<file path="config.mk">
export PLATFORM = sky130hd
export DESIGN_NAME = data_mem_responder
export DESIGN_NICKNAME = d
export VERILOG_FILES = /design/src/rtl/data_mem_pkg.sv /design/src/rtl/data_mem_array.sv /design/src/rtl/data_mem_responder.sv
export SDC_FILE = /design/constraint.sdc
export NUM_CORES = 2
export LEC_CHECK = 0
export CORE_MARGIN = 2
export CORE_UTILIZATION = 47
export DETAILED_ROUTE_END_ITERATION = 6
export PLACE_DENSITY = 0.63
export SYNTH_ARGS = -nofsm -noshare
export SYNTH_HDL_FRONTEND = slang
export SYNTH_SLANG_ARGS = --single-unit
</file>
<file path="constraint.sdc">
create_clock -name clk -period 10 [get_ports clk]
set_clock_uncertainty 0.15 [all_clocks]
set_input_delay 1.5 -clock clk [delete_from_list [all_inputs] [get_ports clk]]
set_output_delay 1.5 -clock clk [all_outputs]
set_load 0.01 [all_outputs]
</file>
<file path="src/rtl/data_mem_pkg.sv">
// Shared types and helpers for the data-memory responder: FSM state encoding,
// word/strobe widths and the byte-lane merge used on stores.
package data_mem_pkg;

    localparam int WORD_W = 32;
    localparam int STRB_W = WORD_W / 8;
    localparam int CNT_W  = 4;   // wait counter, enough for LATENCY up to 15

    typedef enum logic [1:0] {
        ST_IDLE = 2'd0,
        ST_WAIT = 2'd1,
        ST_RESP = 2'd2
    } state_e;

    // Replace only the byte lanes whose strobe bit is set; other bytes keep old_w.
    function automatic logic [WORD_W-1:0] merge_bytes(
        input logic [WORD_W-1:0] old_w,
        input logic [WORD_W-1:0] new_w,
        input logic [STRB_W-1:0] strb
    );
        logic [WORD_W-1:0] res;
        res = old_w;
        for (int i = 0; i < STRB_W; i++) begin
            if (strb[i]) res[8*i +: 8] = new_w[8*i +: 8];
        end
        return res;
    endfunction

endpackage

</file>
<file path="src/rtl/data_mem_array.sv">
// DEPTH x 32 word storage: synchronous byte-strobed write, registered read.
// The storage itself is never reset; only the read-data register is, and it
// can be cleared so the response bus returns to zero between transactions.
module data_mem_array
    import data_mem_pkg::*;
#(
    parameter  int DEPTH = 64,
    localparam int IDX_W = $clog2(DEPTH)
) (
    input  logic              clk_i,
    input  logic              rst_n_i,
    input  logic              we_i,
    input  logic              re_i,
    input  logic              clr_i,
    input  logic [IDX_W-1:0]  idx_i,
    input  logic [WORD_W-1:0] wdata_i,
    input  logic [STRB_W-1:0] wstrb_i,
    output logic [WORD_W-1:0] rdata_o
);

    logic [WORD_W-1:0] mem_q [DEPTH];
    logic [WORD_W-1:0] rdata_q;

    // Byte-strobed write into storage; contents survive reset.
    always_ff @(posedge clk_i) begin
        if (we_i) mem_q[idx_i] <= merge_bytes(mem_q[idx_i], wdata_i, wstrb_i);
    end

    // Read register: loaded on a load commit, cleared when the response is taken.
    always_ff @(posedge clk_i or negedge rst_n_i) begin
        if (!rst_n_i)   rdata_q <= '0;
        else if (re_i)  rdata_q <= mem_q[idx_i];
        else if (clr_i) rdata_q <= '0;
    end

    assign rdata_o = rdata_q;

endmodule

</file>
<file path="src/rtl/data_mem_responder.sv">
// Registered multi-cycle data-memory responder with valid/ready request and
// response channels, one transaction outstanding at a time.
// Optional feature macro: DATA_MEM_RESP_ERR_EN -- flags misaligned or
// out-of-range accesses with rsp_err and suppresses their storage effect.
module data_mem_responder
    import data_mem_pkg::*;
#(
    parameter int DEPTH   = 64,
    parameter int LATENCY = 2,
    parameter int ADDR_W  = 32
) (
    input  logic              clk,
    input  logic              reset,
    input  logic              req_valid,
    output logic              req_ready,
    input  logic              req_we,
    input  logic [ADDR_W-1:0] req_addr,
    input  logic [WORD_W-1:0] req_wdata,
    input  logic [STRB_W-1:0] req_wstrb,
    output logic              rsp_valid,
    input  logic              rsp_ready,
    output logic [WORD_W-1:0] rsp_rdata,
    output logic              rsp_err
);

    localparam int IDX_W = $clog2(DEPTH);

    state_e            state_q, state_d;
    logic [CNT_W-1:0]  cnt_q, cnt_d;
    logic              we_q;
    logic [IDX_W-1:0]  idx_q;
    logic [WORD_W-1:0] wdata_q;
    logic [STRB_W-1:0] wstrb_q;

    logic              accept, commit, done;
    logic              c_we, c_err;
    logic [IDX_W-1:0]  c_idx;
    logic [WORD_W-1:0] c_wdata;
    logic [STRB_W-1:0] c_wstrb;

    // Ready is gated by reset so it reads 0 while reset is held.
    assign req_ready = reset && (state_q == ST_IDLE);
    assign rsp_valid = (state_q == ST_RESP);

    // With zero latency the commit happens on the accept edge, so the
    // commit path takes the live request instead of the latched copy.
    assign c_we    = (state_q == ST_IDLE) ? req_we                 : we_q;
    assign c_idx   = (state_q == ST_IDLE) ? req_addr[IDX_W+1:2]    : idx_q;
    assign c_wdata = (state_q == ST_IDLE) ? req_wdata              : wdata_q;
    assign c_wstrb = (state_q == ST_IDLE) ? req_wstrb              : wstrb_q;

    // Next-state, wait counter and handshake strobes.
    always_comb begin
        state_d = state_q;
        cnt_d   = cnt_q;
        accept  = 1'b0;
        commit  = 1'b0;
        done    = 1'b0;
        case (state_q)
            ST_IDLE: begin
                if (req_valid) begin
                    accept = 1'b1;
                    if (LATENCY == 0) begin
                        state_d = ST_RESP;
                        commit  = 1'b1;
                    end else begin
                        state_d = ST_WAIT;
                        cnt_d   = CNT_W'(LATENCY - 1);
                    end
                end
            end
            ST_WAIT: begin
                if (cnt_q == '0) begin
                    state_d = ST_RESP;
                    commit  = 1'b1;
                end else begin
                    cnt_d = cnt_q - CNT_W'(1);
                end
            end
            ST_RESP: begin
                if (rsp_ready) begin
                    state_d = ST_IDLE;
                    done    = 1'b1;
                end
            end
            default: state_d = ST_IDLE;
        endcase
    end

    // State and counter registers.
    always_ff @(posedge clk or negedge reset) begin
        if (!reset) begin
            state_q <= ST_IDLE;
            cnt_q   <= '0;
        end else begin
            state_q <= state_d;
            cnt_q   <= cnt_d;
        end
    end

    // Capture the request on the accept edge.
    always_ff @(posedge clk or negedge reset) begin
        if (!reset) begin
            we_q    <= 1'b0;
            idx_q   <= '0;
            wdata_q <= '0;
            wstrb_q <= '0;
        end else if (accept) begin
            we_q    <= req_we;
            idx_q   <= req_addr[IDX_W+1:2];
            wdata_q <= req_wdata;
            wstrb_q <= req_wstrb;
        end
    end

`ifdef DATA_MEM_RESP_ERR_EN
    logic req_err, aerr_q, err_q;

    // Misaligned, or any address bit set at or above 4*DEPTH.
    assign req_err = (req_addr[1:0] != 2'b00) || (req_addr[ADDR_W-1:IDX_W+2] != '0);
    assign c_err   = (state_q == ST_IDLE) ? req_err : aerr_q;

    // Error flag: latched at accept, published at commit, cleared when taken.
    always_ff @(posedge clk or negedge reset) begin
        if (!reset) begin
            aerr_q <= 1'b0;
            err_q  <= 1'b0;
        end else begin
            if (accept) aerr_q <= req_err;
            if (commit)    err_q <= c_err;
            else if (done) err_q <= 1'b0;
        end
    end

    assign rsp_err = err_q;
`else
    // Alignment and upper address bits are ignored; accesses wrap modulo DEPTH.
    logic unused_addr_bits;
    assign unused_addr_bits = ^{req_addr[ADDR_W-1:IDX_W+2], req_addr[1:0]};
    assign c_err   = 1'b0;
    assign rsp_err = 1'b0;
`endif

    data_mem_array #(.DEPTH(DEPTH)) u_array (
        .clk_i   (clk),
        .rst_n_i (reset),
        .we_i    (commit && c_we && !c_err),
        .re_i    (commit && !c_we && !c_err),
        .clr_i   (done),
        .idx_i   (c_idx),
        .wdata_i (c_wdata),
        .wstrb_i (c_wstrb),
        .rdata_o (rsp_rdata)
    );

endmodule

</file>
=== After elaboration in Yosys (flattened, before gate mapping) ===
Memories as Yosys holds them, arrays and structs flattened.
Cells that the tools add are included.

* RAM bits: 2,048
* Logic and storage cells: 54
* Memory bits (read-only): 0
* Flip-flop bits (word level): 81
* Input port bits: 73
* Output and inout bits: 35
* Bits in latches: 0
* Memories: 1

{| class="wikitable"
|+ Memory list
! memory !! words !! width !! read ports !! clocked after memory_dff !! write ports !! line !! RTL
|-
| u_array.mem_q || 64 || 32 || 1 || 0 || 1 || data_mem_array.sv:21 || <nowiki>logic [WORD_W-1:0] mem_q [DEPTH];</nowiki>
|}

* Reduce and logical (&&, ||, !) cells: 10
* Mux-type cells: 29
* Div/mod/pow operators: 0
* Bitwise operators: 0
* Equal/unequal tests: 6
* $mul: 0
* Add/sub/neg operators: 1
* Order comparisons: 0
* Shift-type cells: 0

{| class="wikitable"
|+ Operator list
! kind !! number
|-
| 2-to-1 mux 32 bit || 3
|-
| 2-to-1 mux 8 bit || 8
|-
| 2-to-1 mux 4 bit || 3
|-
| 2-to-1 mux 1 bit || 9
|-
| one-hot mux 4 bit (2 select lines) || 1
|-
| 2-to-1 mux 2 bit || 3
|-
| 2-to-1 mux 6 bit || 1
|-
| != test 2 bit (second input constant) || 3
|-
| one-hot mux 2 bit (3 select lines) || 1
|-
| AND reduction 3 bit || 2
|-
| zero test 4 bit || 1
|-
| nonzero test 2 bit || 2
|-
| subtractor 4 x 1 -> 4 bit (second input constant) || 1
|-
| logical AND 1 bit || 3
|-
| equality test 2 x 1 -> 1 bit (second input constant) || 1
|-
| equality test 2 bit (second input constant) || 1
|-
| zero test 2 bit || 1
|-
| != test 2 x 1 -> 1 bit (second input constant) || 1
|-
| zero test 1 bit || 1
|}

=== Depth between registers and ports, before layout ===
* Depth after elaboration: 6
* Mapped depth: 14
* Depth with buffers taken out: 8

=== Modules after synthesis ===
A second synthesis with hierarchy kept.

* Cells, all modules: 4,948
* Area total of the unflattened synthesis: 83,686.5 µm²

{| class="wikitable"
|+ Modules (own cells, without submodules)
! module !! times used !! cells an instance !! area each (µm²) !! sequential area each (µm²)
|-
| data_mem_array || 1 || 4,770 || 81,070.3 || 62,299.8
|-
| data_mem_responder || 1 || 178 || 2,616.3 || 1,226.2
|}

=== Worst setup path after synthesis ===
No wires, ideal clock.

* Path type: input port to flip-flop
* Start point: in req_addr[3]
* End point: mem u_array.mem_q[0][7], data pin
* Path buffers: 4
* Setup time: 0.681 ns
* Arrival: 5.821 ns
* Setup slack: 3.348 ns
* Stages on the path: 12
* Data required time: 9.169 ns
* Cells stage by stage: buf_4 or3b_1 buf_2 o22ai_1 clkbuf_1 clkbuf_1 a221oi_1 o22ai_1 a22oi_1 nand3_1 a211oi_1 nor3_1

{| class="wikitable"
|+ RTL lines
! item !! line !! RTL
|-
| start: declaration || data_mem_responder.sv:17 || <nowiki>input logic [ADDR_W-1:0] req_addr,</nowiki>
|-
| end: declaration || data_mem_array.sv:21 ||
|}

==> reports/results.ini <==
[cts]
clkSlewWorstSetupHoldPaths_ps=60
cts_setup_buffers=0
clock_sinks=2129
tritoncts=built
clk_path_buf_depth=3
ctsHoldBuffers=0
h-tree-depth=4
cts_buffers=209
cts_root_buffer=clkbuf_16
post_cts_resized=0
clk-insertion-delay-late_ps=860

[setup_path]
slowest_stage=nor3_1
critical_path.startpoint_type=input pin
end_kind=flop
max_stage_delay_ps=1040
worstPathRequired_ps=10330
worstPathCellList=clkdlybuf4s50_1, nor2b_1, mux2i_4, buf_4, a21oi_1, o41a_1, nor3_1, o2111ai_1, nor4b_1, o22ai_4, buf_4
critical_path_class=input pin to flop
arrival_ps=7600
path_delay_family=simple AND/OR/NAND/NOR gates
crit_buf_inv=3
crit_top_cell=buf_4
crit_path_max_fanout=64

[synth]
synth_top_cell_by_area=edfxtp_1
synth_top_family_by_area=compound AO/OA/AOI/OAI gates
synth_compound_area_share_pct=12.7
synth_top_area_share_pct=74.7
synthSimpleGateAreaFrac_pct=4.90
ys_types=93
synth_xor_area_share_pct=0.0213
synthArstFlopShare_pct=3.80
syn-cell-area_um2=82300
synth_enable_flop_cells=2048
synthTopCellsByArea=edfxtp_1, dfrtp_1, a22oi_1
syn-num-nets=5168
syn_inst=5093
synthMuxAreaShare_pct=2.88
synth_area_per_cell_um2=16.2
synth_seq_cells=2129
synth_adder_area_share_pct=0.0304
ys_warn_count=0
ys_seq_area_share_pct=77.2
synth-main-ff-cell=edfxtp_1

[timing]
timing.fmax_ghz=0.138
layout_min_cycle_time_ps=7270
fin_setup_tns_ps=0
relSlewSlack_pct=-1.07
hold_viol=0
fin_ws_ps=2730
worst_pin_slew_ps=1500
setup_viol=0
timing.hold.ws_ps=318
min_period_over_period_pct=72.7
rsz0062_at_grt=false
drv_slew=4

[floorplanning]
die_width_um=423
dieHeight_um=423
core_um2=174000
ios=108
rows=153
initial_utilization_pct=47.3
fp.dieArea_um2=179000

[global_route]
grt_pass1_vias=49457
gr-total-overflow=0
grt_usage_pct=31.5
grt_max_degree=96
grt_pass1_wl_mm=393
grt_antenna_before_repair=13

[routing]
wl_per_cell_um=37.1
drc=0
vias=52920
drt-initial-drc-count=9858
wl_mm=287
drt-pass1-iter-count=7
avgViaCountPerCell=6.85
drtAntennaViolNets=0

[final_layout]
num-fill-cells=13627
final_nets=5308
multiInputGateArea_um2=18100
drive_gt1_share_pct=13.2
regArea_um2=63500
syn_to_final_growth_pct=14.1

[place]
place.gp.congestion=0.963
portBuffers=80
dp_worst_setup_slack_ps=2160
place_hpwl_mm=165

[pwr]
irDropWorstVdd_v=0.000501
p_leak_nw=29.7
power_density_nw_per_um2=390

[run_status]
violations=max-capacitance violations, max-slew violations
outcome=finished, violations left

[hold_path]
min_path_type=flop to flop

[job]
cap_viol_max_count=1

[worst paths after layout]
path | startpoint | end | slack [ps] | depth (start not counted)
setup / recovery | req_addr[4] | u_array.mem_q[3][21] | 2730 | 11
min in group asynchronous | reset | state_q[1] | 500 | 1
setup reg to reg | state_q[1] | u_array.mem_q[45][22] | 3230 | 12
max in group asynchronous | reset | wdata_q[0] | 7950 | 2
hold / removal | u_array.rdata_o[13] | u_array.rdata_o[13] | 320 | 2
hold reg to reg | u_array.rdata_o[13] | u_array.rdata_o[13] | 320 | 2
[synth_stat cells, drive strengths merged (4+ instances only)]
cell type  number
edfxtp       2048
nand2         386
o21ai         312
a22oi         264
buf           203
mux2i         196
a21oi         183
nor2          179
clkbuf        172
a221oi        156
o22ai         150
a222oi        114
nand3         106
dfrtp          81
a22o           64
o221ai         46
nor3           43
a2111oi        37
mux2           35
nor4           24
o32ai          24
nand2b         21
nor3b          21
a21o           18
nor4b          18
inv            17
nand4          13
o2111ai        13
a31oi          12
o22a           12
o211ai         11
or4b           10
or4             9
o31ai           8
a211oi          6
and2            6
o21a            6
or3             6
a31o            5
and3            5
nor2b           5
nor4bb          4
or2             4
[worst register-to-register path, stage by stage (launching register included)]
cell,delay [ps]
dfrtp_2,340
buf_4,460
or2_2,340
buf_4,670
mux2i_4,960
buf_4,670
a221oi_1,250
o22ai_1,950
nand2_1,200
nand4_1,280
nor4b_1,130
o22ai_4,190
buf_4,750
[sequential cells by signal (all words and copies together) (netlist names)]
signal	count
wdata_q	32
we_q	1
u_array.mem_q	2048
wstrb_q	4
state_q	2
cnt_q	4
u_array.rdata_o	32
idx_q	6
[area by class of cell]
| type | instances | area share [%] |
|---|---|---|
| flip-flops and latches | 2129 | 67.6 |
| multi-input cells | 2572 | 19.3 |
| clock buffers | 252 | 5.78 |
| well taps | 2325 | 3.10 |
| repair buffers | 304 | 2.93 |
| clock inverters | 127 | 1.20 |
| inverters | 17 | 0.0679 |
| diodes | 5 | 0.0133 |
[cells in the final DEF (no fill, tap or decap), drive strengths merged, types with 8 or more instances in the layout]
| cell type | count |
|---|---|
| edfxtp | 2048 |
| nand2 | 386 |
| o21ai | 312 |
| a22oi | 264 |
| clkbuf | 252 |
| buf | 225 |
| mux2i | 196 |
| a21oi | 183 |
| nor2 | 179 |
| a221oi | 156 |
| o22ai | 150 |
| a222oi | 114 |
| nand3 | 106 |
| clkinv | 104 |
| dfrtp | 81 |
| clkdlybuf4s50 | 79 |
| a22o | 64 |
| o221ai | 46 |
| nor3 | 43 |
| a2111oi | 37 |
| mux2 | 35 |
| o32ai | 24 |
| nor4 | 24 |
| nand2b | 21 |
| nor3b | 21 |
| inv | 21 |
| a21o | 18 |
| nor4b | 18 |
| bufinv | 14 |
| nand4 | 13 |
| o2111ai | 13 |
| a31oi | 12 |
| o22a | 12 |
| o211ai | 11 |
| or4b | 10 |
| or4 | 9 |
| o31ai | 8 |
[cells by family (layout without fill, tap and decap cells)]
family | count (synthesis) | count (layout)
other cells | 1 | 6
simple gates | 870 | 870
compound gates | 1466 | 1466
xor+xnor | 2 | 2
buf+inv | 392 | 700
fa+ha+maj | 2 | 2
flops | 2129 | 2129
mux | 231 | 231
[routing by layer]
layer  track usage, %  vias up  part of all wire (%)
met4             16.6        4                   6.0
li1                 -    21068                     -
met5            0.565        -                 0.054
met1             42.0    26919                    36
met3             9.14      717                    14
met2             46.9     4212                    44
[where the power goes]
part	leakage, nW	switching (W)	internal (W)
clock network	3.20	0.00338	0.00423
registers	19.5	0.000146	0.0137
logic	7.03	0.0118	0.00336
[stage by stage]
step                      std cells  total power [W]  util [%]  area (µm²)
after floorplan                5093           0.0214         -       82300
after global placement         7347           0.0283      50.2       87300
after detailed placement       7347           0.0286      50.2       87300
after CTS                      7726           0.0361      54.0       93900
after global routing           7727           0.0374      54.0       93900
final                          7731           0.0366      54.0       93900
No activity file was read; power rests on OpenSTA's default activity.
